--- src/rtl/haze_pkg.sv ---
// haze_pkg: shared pixel/transmission widths, default frame geometry and sequencer state encoding
package haze_pkg;
  localparam int PIX_W = 24;
  localparam int T_W = 17;
  localparam int IMG_W = 512;
  localparam int IMG_H = 512;
  typedef enum logic [2:0] {IDLE, RUN, FLUSH, DRAIN, DONE} state_t;
endpackage

--- src/rtl/frame_pos_counter.sv ---
// frame_pos_counter: col/row tracker; clr restarts, adv steps one pixel, sof/eol/eof flag the current position
module frame_pos_counter #(
  parameter int W = 512,
  parameter int H = 512
) (
  input  logic clk,
  input  logic rst,
  input  logic clr,
  input  logic adv,
  output logic sof,
  output logic eol,
  output logic eof
);
  localparam int CW = W > 1 ? $clog2(W) : 1;
  localparam int RW = H > 1 ? $clog2(H) : 1;
  logic [CW-1:0] col;
  logic [RW-1:0] row;
  assign sof = col == '0 && row == '0;
  assign eol = col == CW'(W - 1);
  assign eof = eol && row == RW'(H - 1);
  always_ff @(posedge clk) begin
    if (rst || clr) begin
      col <= '0;
      row <= '0;
    end else if (adv) begin
      col <= eol ? '0 : col + CW'(1);
      row <= eol ? (eof ? '0 : row + RW'(1)) : row;
    end
  end
endmodule

--- src/rtl/haze_frame_sequencer.sv ---
// haze_frame_sequencer: feeds one BGR frame (start/s_*) to the engine (eng_*), flushes it, forwards transmissions (m_*), reports frame_done/err_*
module haze_frame_sequencer #(
  parameter int IMG_W = haze_pkg::IMG_W,
  parameter int IMG_H = haze_pkg::IMG_H,
  parameter int FLUSH_BEATS = 2 * haze_pkg::IMG_W + 6,
  parameter int TIMEOUT = 4096,
  parameter int PIX_W = haze_pkg::PIX_W,
  parameter int T_W = haze_pkg::T_W
) (
  input  logic             clk,
  input  logic             rst,
  input  logic             start,
  output logic             busy,
  input  logic [PIX_W-1:0] s_pixel,
  input  logic             s_valid,
  output logic             s_ready,
  output logic [PIX_W-1:0] eng_pixel,
  output logic             eng_valid,
  output logic             eng_flush,
  output logic             eng_sof,
  output logic             eng_eol,
  input  logic [T_W-1:0]   eng_trans,
  input  logic             eng_trans_valid,
  output logic [T_W-1:0]   m_trans,
  output logic             m_valid,
  output logic             m_last,
  output logic             frame_done,
  output logic             err_timeout,
  output logic             err_overrun
);
  import haze_pkg::*;
  localparam int TOTAL = IMG_W * IMG_H;
  localparam int CNT_W = $clog2(TOTAL + 1);
  localparam int FL_W = $clog2(FLUSH_BEATS + 1);
  localparam int ID_W = $clog2(TIMEOUT + 1);
  localparam logic [CNT_W-1:0] TOT = CNT_W'(TOTAL);
  state_t state;
  logic [CNT_W-1:0] in_cnt, out_cnt;
  logic [FL_W-1:0] flush_cnt;
  logic [ID_W-1:0] idle_cnt, idle_nxt;
  logic hs, clr, act, take, sof, eol, eof;
  assign s_ready = state == RUN && in_cnt < TOT;
  assign hs = s_valid && s_ready;
  assign clr = state == IDLE && start;
  assign busy = state != IDLE;
  assign act = state == RUN || state == FLUSH || state == DRAIN;
  assign take = act && eng_trans_valid && out_cnt < TOT;
  assign idle_nxt = eng_trans_valid ? '0 : idle_cnt + ID_W'(1);
  frame_pos_counter #(.W(IMG_W), .H(IMG_H)) u_pos (
    .clk(clk), .rst(rst), .clr(clr), .adv(hs), .sof(sof), .eol(eol), .eof(eof)
  );
  always_ff @(posedge clk) begin
    if (rst) begin
      state <= IDLE;
      {in_cnt, out_cnt, flush_cnt, idle_cnt} <= '0;
      {eng_valid, eng_flush, eng_sof, eng_eol, m_valid, m_last, frame_done, err_timeout, err_overrun} <= '0;
      eng_pixel <= '0;
      m_trans <= '0;
    end else begin
      eng_valid <= hs || state == FLUSH;
      eng_flush <= state == FLUSH;
      eng_pixel <= hs ? s_pixel : '0;
      eng_sof <= hs && sof;
      eng_eol <= hs && eol;
      m_valid <= take;
      m_last <= take && out_cnt == TOT - CNT_W'(1);
      frame_done <= 1'b0;
      if (take) begin
        m_trans <= eng_trans;
        out_cnt <= out_cnt + CNT_W'(1);
      end
      if (act && eng_trans_valid && out_cnt == TOT) err_overrun <= 1'b1;
      case (state)
        IDLE: if (start) begin
          state <= RUN;
          {in_cnt, out_cnt, flush_cnt, idle_cnt} <= '0;
          {err_timeout, err_overrun} <= '0;
        end
        RUN: if (hs) begin
          in_cnt <= in_cnt + CNT_W'(1);
          if (eof) state <= FLUSH;
        end
        FLUSH: begin
          flush_cnt <= flush_cnt + FL_W'(1);
          if (flush_cnt == FL_W'(FLUSH_BEATS - 1)) state <= DRAIN;
        end
        DRAIN: begin
          idle_cnt <= idle_nxt;
          // a complete output count wins over a coincident timeout
          if (out_cnt == TOT || idle_nxt == ID_W'(TIMEOUT)) begin
            state <= DONE;
            frame_done <= 1'b1;
            err_timeout <= out_cnt != TOT;
          end
        end
        DONE: state <= IDLE;
        default: state <= IDLE;
      endcase
    end
  end
endmodule
--- config.mk ---
export PLATFORM = sky130hd
export DESIGN_NAME = haze_frame_sequencer
export DESIGN_NICKNAME = d
export VERILOG_FILES = /design/src/rtl/haze_pkg.sv /design/src/rtl/frame_pos_counter.sv /design/src/rtl/haze_frame_sequencer.sv
export SDC_FILE = /design/constraint.sdc
export NUM_CORES = 1
export LEC_CHECK = 0
export CAP_MARGIN = 20
export CORE_UTILIZATION = 53
export DETAILED_ROUTE_END_ITERATION = 7
export PLACE_DENSITY = 0.78
export SLEW_MARGIN = 40
export SYNTH_ARGS = -nofsm -noshare
export SYNTH_HDL_FRONTEND = slang
export SYNTH_SLANG_ARGS = --single-unit
--- constraint.sdc ---
create_clock -name clk -period 3 [get_ports clk]
set_clock_uncertainty 0.1 [all_clocks]
set_input_delay 0.3 -clock clk [delete_from_list [all_inputs] [get_ports clk]]
set_output_delay 0.3 -clock clk [all_outputs]
set_load 0.03 [all_outputs]
==> report_table.html, run 1 <==
<table>
<tr><th>Metric</th><th>Value</th></tr>
<tr><th colspan="2">Status</th></tr>
<tr><td>Status</td><td>finished, final reports clean</td></tr>
<tr><th colspan="2">Synth</th></tr>
<tr><td>Synthesized area per cell</td><td>8.59 um2</td></tr>
<tr><td>Netlist Area Pre-Place</td><td>0.00575 mm2</td></tr>
<tr><td>Area fraction in and, or, nand and nor cells after synthesis</td><td>29.7%</td></tr>
<tr><td>Share of the yosys chip area belonging to registers</td><td>46.3%</td></tr>
<tr><td>Number of register bits inferred by synthesis</td><td>133</td></tr>
<tr><td>Predominant post-synthesis flop cell</td><td>sky130_fd_sc_hd__dfxtp_1</td></tr>
<tr><td>Number of distinct library cells after synthesis</td><td>60</td></tr>
<tr><td>Synthesized netlist net count</td><td>728</td></tr>
<tr><td>Synth Area in XOR/XNOR</td><td>7.61%</td></tr>
<tr><td>Post-Synth Adder-Cell Area</td><td>2.61%</td></tr>
<tr><td>Share of flip-flops with an asynchronous set or reset after synthesis</td><td>0%</td></tr>
<tr><td>Mux share of post-synthesis cell area</td><td>0.587%</td></tr>
<tr><td>EDFF count, synth</td><td>0</td></tr>
<tr><td>Combinational family with the most area after synthesis</td><td>simple AND/OR/NAND/NOR gates</td></tr>
<tr><td>Compound-gate portion of the synthesized area</td><td>9.24%</td></tr>
<tr><td>Cells after Synth</td><td>670</td></tr>
<tr><td>Warnings, synthesis</td><td>0</td></tr>
<tr><th colspan="2">Placement</th></tr>
<tr><td>Inst Count DP</td><td>881</td></tr>
<tr><td>Post-detailed-placement half-perimeter wirelength</td><td>9220 um</td></tr>
<tr><td>Routability congestion estimate</td><td>0.908</td></tr>
<tr><td>Total placed instance area</td><td>0.00682 mm2</td></tr>
<tr><td>Count of buffers from port buffering</td><td>97</td></tr>
<tr><th colspan="2">Cells and area</th></tr>
<tr><td>Ant. Diodes</td><td>0</td></tr>
<tr><td>Fill cell instance count of the final layout</td><td>789</td></tr>
<tr><td>Core occupancy in the finished layout</td><td>71.2%</td></tr>
<tr><td>Layout Cells excl Fill</td><td>913</td></tr>
<tr><td>Fraction of layout cells with a size suffix above 1</td><td>8.24%</td></tr>
<tr><td>Most frequent cells in the layout</td><td>133 x sky130_fd_sc_hd__dfxtp_1, 96 x sky130_fd_sc_hd__clkdlybuf4s50_1, 89 x sky130_fd_sc_hd__nor2_1</td></tr>
<tr><td>Layout net count</td><td>822</td></tr>
<tr><td>Relative area change from synthesis to final layout</td><td>28.9%</td></tr>
<tr><td>Layout Cell Area excl Fill</td><td>0.00742 mm2</td></tr>
<tr><td>Most common cell after layout, fill and taps aside</td><td>sky130_fd_sc_hd__dfxtp_1</td></tr>
<tr><th colspan="2">CTS</th></tr>
<tr><td>Number of clock sinks seen by CTS</td><td>133</td></tr>
<tr><td>CTS tree</td><td>yes</td></tr>
<tr><td>Quantity of hold-fixing buffers added after cts</td><td>0</td></tr>
<tr><td>Number of buffers inserted during clock tree synthesis</td><td>17</td></tr>
<tr><td>Clock transition at the registers of the reported paths</td><td>0.06 ns</td></tr>
<tr><td>Buffers from clock root to sink, at most</td><td>2</td></tr>
<tr><td>Number of post-CTS setup repair buffers</td><td>0</td></tr>
<tr><td>Root cell of the clock tree</td><td>sky130_fd_sc_hd__clkbuf_8</td></tr>
<tr><td>Clock insertion delay at the later pin of the skew report</td><td>0.53 ns</td></tr>
<tr><td>H-tree Lvls</td><td>4</td></tr>
<tr><td>Resized cells post-CTS</td><td>0</td></tr>
<tr><th colspan="2">Global route</th></tr>
<tr><td>Maximum number of pins on one net before global-route repair</td><td>39</td></tr>
<tr><td>Total track usage</td><td>24.8%</td></tr>
<tr><td>Antenna violations before repair</td><td>1</td></tr>
<tr><td>Aggregate global routing overflow</td><td>0</td></tr>
<tr><td>Vias in the first global route</td><td>4903</td></tr>
<tr><td>Global-route wire length before repair</td><td>22300 um</td></tr>
<tr><th colspan="2">Timing</th></tr>
<tr><td>Number of hold-slack violations in the final timing report</td><td>0</td></tr>
<tr><td>Period minus WS final</td><td>2.80 ns</td></tr>
<tr><td>Total negative slack</td><td>0 ns</td></tr>
<tr><td>Worst-Margin Slew</td><td>0.544 ns</td></tr>
<tr><td>Unrepaired setup endpoints after global routing</td><td>false</td></tr>
<tr><td>Fmax</td><td>357 MHz</td></tr>
<tr><td>Final cycle utilization of the critical path</td><td>93.3%</td></tr>
<tr><td>Max-slew violations</td><td>0</td></tr>
<tr><td>Final number of setup-violating endpoints</td><td>0</td></tr>
<tr><td>Headroom to the max-slew limit</td><td>63.6%</td></tr>
<tr><th colspan="2">Floorplanning</th></tr>
<tr><td>Area of the core</td><td>0.0104 mm2</td></tr>
<tr><td>Die area</td><td>0.0113 mm2</td></tr>
<tr><td>Y dimension of the die</td><td>106 um</td></tr>
<tr><td>Horizontal extent of the die</td><td>106 um</td></tr>
<tr><td># rows</td><td>37</td></tr>
<tr><td>Starting utilization of the core area</td><td>55.2%</td></tr>
<tr><td>Number of I/O pins</td><td>98</td></tr>
<tr><th colspan="2">Min path</th></tr>
<tr><td>Type of the worst min-delay path</td><td>in2reg</td></tr>
<tr><th colspan="2">Power</th></tr>
<tr><td>PD cells</td><td>556 mW/mm2</td></tr>
<tr><td>Post-layout total power</td><td>4.13 mW</td></tr>
<tr><td>LEAKAGE</td><td>2.68 nW</td></tr>
<tr><td>Peak VDD IR</td><td>571 uV</td></tr>
<tr><th colspan="2">Critical path</th></tr>
<tr><td>Path type of the worst setup path</td><td>reg2out</td></tr>
<tr><td>Required time worst endpoint</td><td>2.60 ns</td></tr>
<tr><td>Kind of launch point of the worst setup path</td><td>flop</td></tr>
<tr><td>Arrival time at the worst endpoint</td><td>2.40 ns</td></tr>
<tr><td>Critical path endpoint category</td><td>output port</td></tr>
<tr><td>Maximum fanout along the worst path</td><td>11</td></tr>
<tr><th colspan="2">Drt</th></tr>
<tr><td>Total Wirelength</td><td>13100 um</td></tr>
<tr><td>DRC viols</td><td>0</td></tr>
<tr><td>Wire per inst</td><td>14.3 um</td></tr>
<tr><td>Number of violations reported at the end of detailed-routing iteration 0</td><td>318</td></tr>
<tr><td>Number of detailed-route iterations in the first pass</td><td>4</td></tr>
<tr><td>Number of nets with antenna violations after detailed routing</td><td>0</td></tr>
<tr><td>Vias per inst</td><td>5.43</td></tr>
<tr><td>Vias</td><td>4955</td></tr>
<tr><th colspan="2">Run</th></tr>
<tr><td>Max-Cap Viols</td><td>0</td></tr>
</table>
[routing by layer]
layer,global-route usage (%),share of wire [%],vias to the layer above
li1,-,-,2465
met1,30.4,44,2301
met2,39.7,48,155
met3,7.73,6.3,32
met4,11.7,2.1,2
met5,0,0.061,-
[synth_stat cells, types with 3 or more instances]
cell type,n,area [um2]
sky130_fd_sc_hd__nand3_1,31,155
sky130_fd_sc_hd__nand2_1,79,297
sky130_fd_sc_hd__o21ai_0,14,70.1
sky130_fd_sc_hd__and3_1,9,56.3
sky130_fd_sc_hd__inv_1,22,82.6
sky130_fd_sc_hd__nor3_1,21,105
sky130_fd_sc_hd__nor4b_1,4,35.0
sky130_fd_sc_hd__nor4_1,8,50.1
sky130_fd_sc_hd__a311oi_1,3,26.3
sky130_fd_sc_hd__or3_1,11,68.8
sky130_fd_sc_hd__buf_2,7,35.0
sky130_fd_sc_hd__dfxtp_1,133,2660
sky130_fd_sc_hd__and2_1,26,163
sky130_fd_sc_hd__mux2_2,3,33.8
sky130_fd_sc_hd__clkbuf_1,17,63.8
sky130_fd_sc_hd__nand4_1,13,81.3
sky130_fd_sc_hd__nor2_1,89,334
sky130_fd_sc_hd__buf_1,4,15.0
sky130_fd_sc_hd__a31oi_1,6,37.5
sky130_fd_sc_hd__ha_1,12,150
sky130_fd_sc_hd__xor2_1,27,236
sky130_fd_sc_hd__a21oi_1,51,255
sky130_fd_sc_hd__nor2b_1,3,18.8
sky130_fd_sc_hd__xnor2_1,23,201
sky130_fd_sc_hd__nand3b_1,4,30.0
sky130_fd_sc_hd__nand2b_1,3,18.8
[per-stage QoR]
stage / worst slack [ns] / hold WS, ns
after floorplan: 0.784 / 0.322
after global placement: 0.497 / 0.341
after detailed placement: 0.452 / 0.349
after CTS: 0.162 / 0.0178
after global routing: 0.122 / 0.0475
final: 0.202 / 0.0459
[power breakdown]
| part | switching (mW) | total, mW | leakage [nW] | internal, mW |
|---|---|---|---|---|
| clock | 0.768 | 2.07 | 0.293 | 1.30 |
| combinational | 0.136 | 0.253 | 1.31 | 0.117 |
| sequential | 0.0122 | 1.80 | 1.07 | 1.79 |
| total | 0.916 | 4.13 | 2.68 | 3.21 |
[state kept, by name, indices dropped and copies added (netlist names), 3 cells and up]
| signal | flops |
|---|---|
| in_cnt | 19 |
| out_cnt | 19 |
| idle_cnt | 13 |
| eng_pixel | 24 |
| flush_cnt | 11 |
| u_pos.row | 9 |
| m_trans | 17 |
| state | 3 |
| u_pos.col | 9 |
[area by class of cell]
cell class / count / area, um2 / area share, %
Multi-Input combinational cell: 483 / 2860 / 38.6
Sequential cell: 133 / 2660 / 35.9
Timing Repair Buffer: 107 / 1040 / 14.0
Clock buffer: 19 / 442 / 5.95
Tap cell: 136 / 170 / 2.29
Clock inverter: 13 / 156 / 2.11
Inverter: 22 / 82.6 / 1.11
[critical path: stages (launching register included)]
cell and delay, ns:
sky130_fd_sc_hd__dfxtp_1 0.50, sky130_fd_sc_hd__or4b_4 0.57, sky130_fd_sc_hd__inv_1 0.12, sky130_fd_sc_hd__clkdlybuf4s50_1 0.67
[final timing paths]
kind	start	endpoint	slack, ns	depth (start not counted)
max	state[0]	s_ready	0.20	3
min	rst	flush_cnt[0]	0.05	2
max reg2reg	idle_cnt[1]	state[0]	0.49	7
min reg2reg	m_trans[2]	m_trans[2]	0.36	2
[cells by family (layout without fill, tap and decap cells)]
kind of cell | count (synthesis) | count (layout)
flip-flops | 133 | 133
buffers and inverters | 54 | 161
XOR/XNOR | 50 | 50
adder cells (fa/ha/maj) | 12 | 12
multiplexers | 3 | 3
AND/OR/NAND/NOR | 327 | 327
AO/OA/AOI/OAI | 91 | 91
(Power assumes the default switching activity.)
==> run 2, diff against run 1 <==
- CORE_MARGIN: unset -> 5
==> run 2 against run 1 <==
  * Combinational power is essentially flat
  * Utilization shrank 2.6 points
  * Setup slack lost 0.046 ns
  * Routed wire length grew 3.5%
  * Via count grew 0.26%
  * Sequential share of layout area grew 0.21 points
  * Non-clock buffer count shrank 1
  * Sequential power is essentially flat
  * Largest cell class unchanged
  * Highest routed layer is now met4
==> report_table.html, run 2 (synthesized netlist as in run 1, its figures left out) <==
<table>
<tr><th>Metric</th><th>Value</th></tr>
<tr><th colspan="2">Status</th></tr>
<tr><td>Status</td><td>finished, final reports clean (unchanged)</td></tr>
<tr><th colspan="2">Critical path</th></tr>
<tr><td>Crit-path leading delay family</td><td>buffers and inverters (unchanged)</td></tr>
<tr><td>Register-to-Register Path Depth</td><td>6 (was 7)</td></tr>
<tr><td>Launching element of the worst setup path</td><td>state[0] (unchanged)</td></tr>
<tr><td>Required time worst endpoint</td><td>2.60 ns (about the same)</td></tr>
<tr><td>Worst flop-to-flop path startpoint</td><td>state[1] (was idle_cnt[1])</td></tr>
<tr><td>End of the worst register-to-register path</td><td>out_cnt[12] (was state[0])</td></tr>
<tr><td>Critical Path, Cell by Cell</td><td>or4b_4, inv_1, clkdlybuf4s50_1 (unchanged)</td></tr>
<tr><td>Path type of the worst setup path</td><td>reg2out (unchanged)</td></tr>
<tr><td>Slack of the worst reg-to-reg path</td><td>0.48 ns (was 0.49 ns)</td></tr>
<tr><td>Slowest CP cell</td><td>sky130_fd_sc_hd__clkdlybuf4s50_1 (unchanged)</td></tr>
<tr><td>Kind of launch point of the worst setup path</td><td>flop (unchanged)</td></tr>
<tr><td>Maximum fanout along the worst path</td><td>11 (unchanged)</td></tr>
<tr><td>Arrival time at the worst endpoint</td><td>2.44 ns (was 2.40 ns)</td></tr>
<tr><td>CP Buf/Inv Count</td><td>2 (unchanged)</td></tr>
<tr><td>Critical path endpoint category</td><td>output port (unchanged)</td></tr>
<tr><td>Maximum single-stage delay on the critical path</td><td>0.68 ns (was 0.67 ns)</td></tr>
<tr><th colspan="2">Drt</th></tr>
<tr><td>Number of detailed-route iterations in the first pass</td><td>5 (was 4)</td></tr>
<tr><td>Vias per inst</td><td>5.42 (was 5.43)</td></tr>
<tr><td>Number of violations reported at the end of detailed-routing iteration 0</td><td>304 (was 318)</td></tr>
<tr><td>Wire per inst</td><td>14.8 um (was 14.3 um)</td></tr>
<tr><td>DRC viols</td><td>0 (unchanged)</td></tr>
<tr><td>Vias</td><td>4968 (was 4955)</td></tr>
<tr><td>Total Wirelength</td><td>13500 um (was 13100 um)</td></tr>
<tr><td>Number of nets with antenna violations after detailed routing</td><td>0 (unchanged)</td></tr>
<tr><th colspan="2">Cells and area</th></tr>
<tr><td>Relative area change from synthesis to final layout</td><td>28.2% (was 28.9%)</td></tr>
<tr><td>Layout net count</td><td>821 (was 822)</td></tr>
<tr><td>Most common cell after layout, fill and taps aside</td><td>sky130_fd_sc_hd__dfxtp_1 (unchanged)</td></tr>
<tr><td>Largest register by flop count</td><td>eng_pixel (unchanged)</td></tr>
<tr><td>Ant. Diodes</td><td>0 (unchanged)</td></tr>
<tr><td>Most frequent cells in the layout</td><td>133 x sky130_fd_sc_hd__dfxtp_1, 96 x sky130_fd_sc_hd__clkdlybuf4s50_1, 89 x sky130_fd_sc_hd__nor2_1 (unchanged)</td></tr>
<tr><td>Core occupancy in the finished layout</td><td>68.6% (was 71.2%)</td></tr>
<tr><td>Max reg flops</td><td>24 (unchanged)</td></tr>
<tr><td>Fraction of layout cells with a size suffix above 1</td><td>7.99% (was 8.24%)</td></tr>
<tr><td>Top Registers</td><td>eng_pixel (24), in_cnt (19), out_cnt (19) (unchanged)</td></tr>
<tr><th colspan="2">Floorplanning</th></tr>
<tr><td>Horizontal extent of the die</td><td>114 um (was 106 um)</td></tr>
<tr><td>Die area</td><td>0.0130 mm2 (was 0.0113 mm2)</td></tr>
<tr><td># rows</td><td>38 (was 37)</td></tr>
<tr><td>Number of I/O pins</td><td>98 (unchanged)</td></tr>
<tr><td>Starting utilization of the core area</td><td>53.5% (was 55.2%)</td></tr>
<tr><td>Area of the core</td><td>0.0107 mm2 (was 0.0104 mm2)</td></tr>
<tr><td>Y dimension of the die</td><td>114 um (was 106 um)</td></tr>
<tr><th colspan="2">Timing</th></tr>
<tr><td>Fmax</td><td>352 MHz (was 357 MHz)</td></tr>
<tr><td>Final number of setup-violating endpoints</td><td>0 (unchanged)</td></tr>
<tr><td>Final-layout worst hold slack</td><td>0.132 ns (was 0.0459 ns)</td></tr>
<tr><td>Max-slew violations</td><td>0 (unchanged)</td></tr>
<tr><td>Period minus WS final</td><td>2.84 ns (was 2.80 ns)</td></tr>
<tr><td>Headroom to the max-slew limit</td><td>61.9% (was 63.6%)</td></tr>
<tr><td>Number of hold-slack violations in the final timing report</td><td>0 (unchanged)</td></tr>
<tr><td>Final cycle utilization of the critical path</td><td>94.8% (was 93.3%)</td></tr>
<tr><td>Worst-Margin Slew</td><td>0.569 ns (was 0.544 ns)</td></tr>
<tr><td>Unrepaired setup endpoints after global routing</td><td>false (unchanged)</td></tr>
<tr><td>Total negative slack</td><td>0 ns (unchanged)</td></tr>
<tr><th colspan="2">CTS</th></tr>
<tr><td>Root cell of the clock tree</td><td>sky130_fd_sc_hd__clkbuf_8 (unchanged)</td></tr>
<tr><td>Quantity of hold-fixing buffers added after cts</td><td>0 (unchanged)</td></tr>
<tr><td>H-tree Lvls</td><td>4 (unchanged)</td></tr>
<tr><td>Resized cells post-CTS</td><td>0 (unchanged)</td></tr>
<tr><td>Clock transition at the registers of the reported paths</td><td>0.06 ns (about the same)</td></tr>
<tr><td>CTS tree</td><td>yes (unchanged)</td></tr>
<tr><td>Buffers from clock root to sink, at most</td><td>2 (unchanged)</td></tr>
<tr><td>Clock insertion delay at the later pin of the skew report</td><td>0.53 ns (about the same)</td></tr>
<tr><td>Number of post-CTS setup repair buffers</td><td>0 (unchanged)</td></tr>
<tr><td>Number of clock sinks seen by CTS</td><td>133 (unchanged)</td></tr>
<tr><td>Number of buffers inserted during clock tree synthesis</td><td>17 (unchanged)</td></tr>
<tr><th colspan="2">Min path</th></tr>
<tr><td>Worst hold start</td><td>rst (unchanged)</td></tr>
<tr><td>Type of the worst min-delay path</td><td>in2reg (unchanged)</td></tr>
<tr><td>WHS Path Cells</td><td>2 (unchanged)</td></tr>
<tr><td>Min-Delay Endpoint</td><td>flush_cnt[10] (was flush_cnt[0])</td></tr>
<tr><th colspan="2">Run</th></tr>
<tr><td>Max-Cap Viols</td><td>0 (unchanged)</td></tr>
<tr><th colspan="2">Power</th></tr>
<tr><td>PD cells</td><td>539 mW/mm2 (was 556 mW/mm2)</td></tr>
<tr><td>Post-layout total power</td><td>3.97 mW (was 4.13 mW)</td></tr>
<tr><td>Peak VDD IR</td><td>466 uV (was 571 uV)</td></tr>
<tr><td>LEAKAGE</td><td>2.64 nW (was 2.68 nW)</td></tr>
<tr><th colspan="2">Global route</th></tr>
<tr><td>Maximum number of pins on one net before global-route repair</td><td>37 (was 39)</td></tr>
<tr><td>Antenna violations before repair</td><td>0 (was 1)</td></tr>
<tr><td>Global-route wire length before repair</td><td>22700 um (was 22300 um)</td></tr>
<tr><td>Total track usage</td><td>21.3% (was 24.8%)</td></tr>
<tr><td>Aggregate global routing overflow</td><td>0 (unchanged)</td></tr>
<tr><td>Vias in the first global route</td><td>4894 (was 4903)</td></tr>
<tr><th colspan="2">Placement</th></tr>
<tr><td>Post-detailed-placement half-perimeter wirelength</td><td>9690 um (was 9220 um)</td></tr>
<tr><td>Count of buffers from port buffering</td><td>97 (unchanged)</td></tr>
<tr><td>Routability congestion estimate</td><td>0.832 (was 0.908)</td></tr>
</table>
[run 2: cell types whose count changed in the layout (fill, tap and decap cells not counted)]
cell / delta
sky130_fd_sc_hd__clkinvlp_4: +2
sky130_fd_sc_hd__clkinv_4: +2
sky130_fd_sc_hd__bufinv_16: -2
sky130_fd_sc_hd__clkbuf_1: +1
sky130_fd_sc_hd__clkbuf_8: -1
sky130_fd_sc_hd__clkinv_2: -4
sky130_fd_sc_hd__inv_6: +2
sky130_fd_sc_hd__buf_4: -1
[run 2: report_power, final]
part | switching, mW | total (mW) | internal (mW)
sequential | 0.0120 | 1.80 | 1.79
combinational | 0.136 | 0.252 | 0.117
clock | 0.794 | 1.92 | 1.13
total | 0.942 | 3.97 | 3.03
[run 2: metrics by stage]
step | cell area, um2 | std cells | worst slack (ns)
finish | 7370 | 916 | 0.155
global route | 7370 | 916 | 0.0498
CTS | 7370 | 916 | 0.133
detailed placement | 6820 | 884 | 0.364
global placement | 6820 | 884 | 0.478
floorplan | 5750 | 670 | 0.784
[run 2: worst register-to-register path: cells and delay by family, from the launching register on]
kind             cells  cell delay, ns
flip-flops           1            0.59
AND/OR/NAND/NOR      5            1.56
XOR/XNOR             1            0.16
[run 2: routing by layer]
layer | up-vias | GRT usage (%) | share of wire, %
li1 | 2466 | - | -
met1 | 2349 | 24.7 | 41
met2 | 133 | 36.7 | 51
met3 | 20 | 8.09 | 6.9
met4 | 0 | 6.10 | 1.6
met5 | - | 0 | 0
[run 2: cell type report]
type | instances | area [um2]
clock buffers | 19 | 432
clock inverters | 13 | 126
fillers | 866 | 3370
inverters | 22 | 82.6
multi-input cells | 483 | 2860
flip-flops and latches | 133 | 2660
well taps | 140 | 175
repair buffers | 106 | 1030
[run 2: worst max-delay path by stage]
stage,cells after the start,to,slack [ns]
after floorplan,6,u_pos.col[7],0.78
after global placement,7,in_cnt[17],0.48
after detailed placement,6,out_cnt[12],0.36
after CTS,3,s_ready,0.13
after global routing,3,s_ready,0.05
final,3,s_ready,0.16
